## config.mk

```make
export PLATFORM = sky130hd
export DESIGN_NAME = puf_soc_counter_flat
export DESIGN_NICKNAME = d
export VERILOG_FILES = /design/src/rtl/puf_soc_counter_if.sv /design/src/rtl/puf_soc_counter.sv /design/src/flat_wrapper.sv
export SDC_FILE = /design/constraint.sdc
export NUM_CORES = 1
export LEC_CHECK = 0
export CAP_MARGIN = 20
export CELL_PAD_IN_SITES_DETAIL_PLACEMENT = 1
export CELL_PAD_IN_SITES_GLOBAL_PLACEMENT = 1
export CORE_MARGIN = 2
export CORE_UTILIZATION = 28
export CTS_BUF_LIST = sky130_fd_sc_hd__clkbuf_4
export DETAILED_ROUTE_END_ITERATION = 7
export HOLD_SLACK_MARGIN = 0.12
export PLACE_DENSITY_LB_ADDON = 0.1
export SLEW_MARGIN = 20
export SYNTH_ARGS = -nofsm -noshare
export SYNTH_HDL_FRONTEND = slang
export SYNTH_SLANG_ARGS = --single-unit
```

## constraint.sdc

```tcl
create_clock -name clk -period 2.92 [get_ports clk]
set_input_delay 0.438 -clock clk [delete_from_list [all_inputs] [get_ports clk]]
set_output_delay 0.438 -clock clk [all_outputs]
set_load 0.05 [all_outputs]
```

## src/rtl/puf_soc_counter_if.sv

```systemverilog
// Bus bundle for puf_soc_counter: control inputs (i_*) and registered status/count (o_*).
// The master modport drives the controls; the counter attaches through the slave modport.
interface puf_soc_counter_if #(
  parameter int CNT_BIT_SIZE = 32
);
  logic                    i_cnt_en;
  logic [CNT_BIT_SIZE-1:0] i_cnt_max;
  logic                    i_op_mode;
  logic                    o_valid;
  logic [CNT_BIT_SIZE-1:0] o_cnt;
  logic                    o_cnt_full;

  modport master (
    output i_cnt_en, i_cnt_max, i_op_mode,
    input  o_valid, o_cnt, o_cnt_full
  );

  modport slave (
    input  i_cnt_en, i_cnt_max, i_op_mode,
    output o_valid, o_cnt, o_cnt_full
  );
endinterface

```

## src/rtl/puf_soc_counter.sv

```systemverilog
// Saturating up-counter with IDLE/COUNT/HOLD/FULL control and a registered valid flag.
// Optional build macro PUF_CNT_AUTO_RESTART_EN makes FULL a one-cycle state that restarts counting from 0.
module puf_soc_counter #(
  parameter int CNT_BIT_SIZE = 32
) (
  input logic               clk,
  input logic               rst,
  puf_soc_counter_if.slave  bus
);
  typedef enum logic [1:0] {IDLE, COUNT, HOLD, FULL} state_t;

  state_t                  state_q, state_d;
  logic [CNT_BIT_SIZE-1:0] cnt_q, cnt_d;
  logic [CNT_BIT_SIZE-1:0] cnt_inc;
  logic                    valid_q, valid_d;

  // Only evaluated when cnt_q < i_cnt_max, so this never wraps.
  assign cnt_inc = cnt_q + CNT_BIT_SIZE'(1);

  always_ff @(posedge clk or posedge rst) begin
    if (rst) begin
      state_q <= IDLE;
      cnt_q   <= '0;
      valid_q <= 1'b0;
    end else begin
      state_q <= state_d;
      cnt_q   <= cnt_d;
      valid_q <= valid_d;
    end
  end

  always_comb begin
    state_d = state_q;
    cnt_d   = cnt_q;
    case (state_q)
      IDLE: begin
        cnt_d = '0;
        if (bus.i_op_mode)     state_d = HOLD;
        else if (bus.i_cnt_en) state_d = COUNT;
      end
      COUNT: begin
        if (bus.i_op_mode) begin
          state_d = HOLD;
        end else if (bus.i_cnt_en) begin
          // A lowered terminal value ends counting without touching the count.
          if (cnt_q >= bus.i_cnt_max) begin
            state_d = FULL;
          end else begin
            cnt_d = cnt_inc;
            if (cnt_inc >= bus.i_cnt_max) state_d = FULL;
          end
        end
      end
      HOLD: begin
        if (!bus.i_op_mode) state_d = COUNT;
      end
      FULL: begin
`ifdef PUF_CNT_AUTO_RESTART_EN
        cnt_d   = '0;
        state_d = COUNT;
`else
        state_d = FULL;
`endif
      end
      default: begin
        state_d = IDLE;
        cnt_d   = '0;
      end
    endcase
    valid_d = (state_d == HOLD) || (state_d == FULL);
  end

  assign bus.o_cnt      = cnt_q;
  assign bus.o_valid    = valid_q;
  assign bus.o_cnt_full = (state_q == FULL);
endmodule

```

## src/flat_wrapper.sv

```systemverilog
// flat-port wrapper written by rule: the top's interface ports become plain ports
module puf_soc_counter_flat 
#(
  parameter int CNT_BIT_SIZE = 32
)
  (clk, rst, bus_i_cnt_en, bus_i_cnt_max, bus_i_op_mode, bus_o_valid, bus_o_cnt, bus_o_cnt_full);
  puf_soc_counter_if #(.CNT_BIT_SIZE(CNT_BIT_SIZE)) bus_i ();
  input logic clk;
  input logic rst;
  input wire logic [$bits(bus_i.i_cnt_en)-1:0] bus_i_cnt_en;
  input wire logic [$bits(bus_i.i_cnt_max)-1:0] bus_i_cnt_max;
  input wire logic [$bits(bus_i.i_op_mode)-1:0] bus_i_op_mode;
  output wire logic [$bits(bus_i.o_valid)-1:0] bus_o_valid;
  output wire logic [$bits(bus_i.o_cnt)-1:0] bus_o_cnt;
  output wire logic [$bits(bus_i.o_cnt_full)-1:0] bus_o_cnt_full;
  assign bus_i.i_cnt_en = bus_i_cnt_en;
  assign bus_i.i_cnt_max = bus_i_cnt_max;
  assign bus_i.i_op_mode = bus_i_op_mode;
  assign bus_o_valid = bus_i.o_valid;
  assign bus_o_cnt = bus_i.o_cnt;
  assign bus_o_cnt_full = bus_i.o_cnt_full;
  puf_soc_counter #(.CNT_BIT_SIZE(CNT_BIT_SIZE)) u_core (.clk(clk), .rst(rst), .bus(bus_i));
endmodule
```

==> results.sh <==
export IMPL_dp_hpwl_um=10820
export IMPL_insertion_delay_ns=0.36
export IMPL_reg2reg_from="u_core.bus.o_cnt[0]$_DFFE_PP0P_"
export IMPL_cp_required_ns=3.20
export IMPL_synthCells=450
export IMPL_routed_wl_um=13980
export IMPL_max_cap_viol_count=0
export IMPL_dp_slack_ns=-0.5125
export IMPL_cts_root_buf="clkbuf_4"
export IMPL_track_usage=0.1934
export IMPL_final_max_slew_viol_count=0
export IMPL_drt_pass1_iterations=4
export IMPL_vdd_drop_max_uv=290.0
export IMPL_vias=4197
export IMPL_cp_arrival_ns=3.19
export IMPL_grt_pass1_vias=4534
export IMPL_top_layer="met4"
export IMPL_clockBufferDepth=2
export IMPL_syn2layout_area_growth_pct=66.20
export IMPL_rsz0062_at_grt="yes"
export IMPL_syn_avg_cell_area_sq_um=8.308
export IMPL_grt_max_degree=36
export IMPL_fin_area_sq_um=6213
export IMPL_initial_core_util=0.2846
export IMPL_drt_initial_drc_count=171
export IMPL_dieArea_sq_um=14290
export IMPL_hold_viol=0
export IMPL_timing_slew_headroom=0.5992
export IMPL_yosys_area_top_type="dfrtp_1"
export IMPL_final_util=0.4730
export IMPL_cts_tree="yes"
export IMPL_rows=42
export IMPL_die_height_um=119.6
export IMPL_ioPinCount=70
export IMPL_nets=759
export IMPL_tightest_slew_ns=0.6011
export IMPL_fmax_mhz=343.7
export IMPL_synth_top_area_frac=0.2343
export IMPL_crit_fanout=5
export IMPL_ys_flop_type="dfrtp_1"
export IMPL_grt_pass1_wl_um=22340
export IMPL_num_antenna_cells=0
export IMPL_leakagePower_nw=3.128
export IMPL_ys_ff_latch=35
export IMPL_setup_violations=0
export IMPL_wl_met1_um=6236
export IMPL_die_w_um=119.6
export IMPL_clock_sinks=35
export IMPL_grt_overflow_total=0
export IMPL_period_minus_slack_ns=2.910
export IMPL_antenna_found_initial=0
export IMPL_startpoint="u_core.bus.o_cnt[0]$_DFFE_PP0P_"
export IMPL_skew_ns=0.01114
export IMPL_holdWs_ns=0.4908
export IMPL_met2WireLength_um=7128
export IMPL_vias_per_cell=5.026
export IMPL_yosys_top_cells_area="dfrtp_1, ha_1, nand2_1"
export IMPL_cp_end_kind="flip-flop"
export IMPL_dpl_instance_area_sq_um=5648
export IMPL_cts_max_level=2
export IMPL_port_buffers=69
export IMPL_synth_fp_nets=551
export IMPL_cpPeakStageDelay_ns=0.43
export IMPL_syn_cell_area_sq_um=3739
export IMPL_path_cells="nand2_2 > nor2_4 > nand3_4 > nor3_4 > and3_4 > xor2_1 > ha_1 > nand4_1 > a21oi_2 > o21ai_1 > buf_4 > a2111oi_4 > o31ai_4 > a32oi_1"
export IMPL_fin_setup_tns_ns=0
export IMPL_gp_congestion=0.8230
export IMPL_dr_wl_met3_um=497
export IMPL_synth_edf_count=0
export IMPL_status="complete, no violations"
export IMPL_finalWorstSetupSlack_ns=0.01015
export IMPL_start_kind="flip-flop"
export IMPL_holdCritPathClass="in -> async"
export IMPL_critPathKind="reg -> reg"
export IMPL_wl_per_cell_um=16.74
export IMPL_powerDensity_nw_per_um2=600.1
export IMPL_yosysWarnings=0
export IMPL_cts_buffers_inserted=5
export IMPL_slowest_stage="dfrtp_2"
export IMPL_synth_cell_types=46
export IMPL_ant_nets=0
export IMPL_core_sq_um=13140
export IMPL_finalCritPeriodShare=0.9965
export IMPL_synth_async_sr_flop_share=1.000
export IMPL_drc=0
export IMPL_drive_gt1_frac=0.3536
export IMPL_clk_pin_slew_ns=0.13
export IMPL_ys_seq_area_frac=0.2343
[critical path: cells and delay by family, from the launching register on]
family,cells,cell delay (ns)
compound gates,5,0.95
xor+xnor,1,0.07
fa+ha+maj,1,0.30
buf+inv,1,0.15
flops,1,0.43
simple gates,6,0.95
[routing by layer]
metal,global-route usage,vias up
met2,0.3554,60
li1,-,2072
met1,0.2490,2052
met4,0.02206,0
met5,0,-
met3,0.02424,13
[repair_timing]
action	4_1_cts	5_1_grt
pin swaps	21	24
gates cloned	0	3
gates resized for setup	29	43
endpoints found under the setup margin	32	32
buffers inserted	8	9
hold buffers	0	0
[state kept, by name, summed over array words and instances (netlist names)]
register            count
u_core.bus.o_cnt       32
u_core.bus.o_valid      1
u_core.state_q          2
[logic make-up after synthesis]
kind of cell	count (synthesis)	synth area share
compound gates	102	0.1928
xor+xnor	30	0.07028
fa+ha+maj	65	0.2175
buf+inv	55	0.05823
flops	35	0.2343
mux	1	0.003012
simple gates	162	0.2239
[through the flow]
step | cells | total power, mW
floorplan | 450 | 2.110
global placement | 808 | 3.115
detailed placement | 808 | 3.194
CTS | 823 | 3.657
global route | 835 | 4.000
finish | 835 | 3.729
[worst paths after layout]
path	endpoint	slack [ns]	depth (start not counted)
max	u_core.state_q[1]$_DFF_PP0_	0.01	14
max reg2reg	u_core.state_q[1]$_DFF_PP0_	0.01	14
min	u_core.bus.o_cnt[4]$_DFFE_PP0P_	0.49	3
min reg2reg	u_core.bus.o_cnt[25]$_DFFE_PP0P_	0.63	2
max in group asynchronous	u_core.bus.o_cnt[12]$_DFFE_PP0P_	2.04	3
min in group clk	u_core.bus.o_cnt[25]$_DFFE_PP0P_	0.63	2
[cell usage after synthesis, types with 9 or more instances]
library cell,instances
a211o_1,15
a21o_1,9
a21oi_1,32
and3_1,11
clkbuf_1,12
dfrtp_1,35
ha_1,65
inv_1,38
nand2_1,44
nand3_1,31
nand4_1,13
nor2_1,24
o211ai_1,9
o21ai_0,11
xnor2_1,16
xor2_1,14
[cell usage in the layout (no fill, tap or decap), types with 6 or more instances in the layout]
master	synthesis	final
buf_4	0	139
clkdlybuf4s50_1	0	68
ha_1	65	63
nand2_1	44	42
inv_1	38	37
a21oi_1	32	27
nand3_1	31	24
dfrtp_2	0	18
nor2_1	24	17
dfrtp_1	35	17
a211o_1	15	15
xnor2_1	16	15
nand4_1	13	13
xor2_1	14	13
o211ai_1	9	9
a21o_1	9	9
and3_1	11	7
a22o_1	7	7
buf_6	1	7
o21ai_0	11	6
[power breakdown]
group	internal [mW]	switching (mW)
clock	0.176	0.193
sequential	0.622	0.159
combinational	1.09	1.49
[layout make-up]
cell class,count,area (sq um)
Timing Repair Buffer,218,1881
Inverter,38,142.6
Fill cell,1581,6924
Tap cell,176,220.2
Clock buffer,5,37.54
Multi-Input combinational cell,360,2995
Sequential cell,35,898.4
Clock inverter,3,38.79
Note: power is estimated with default switching activity, not from simulation.
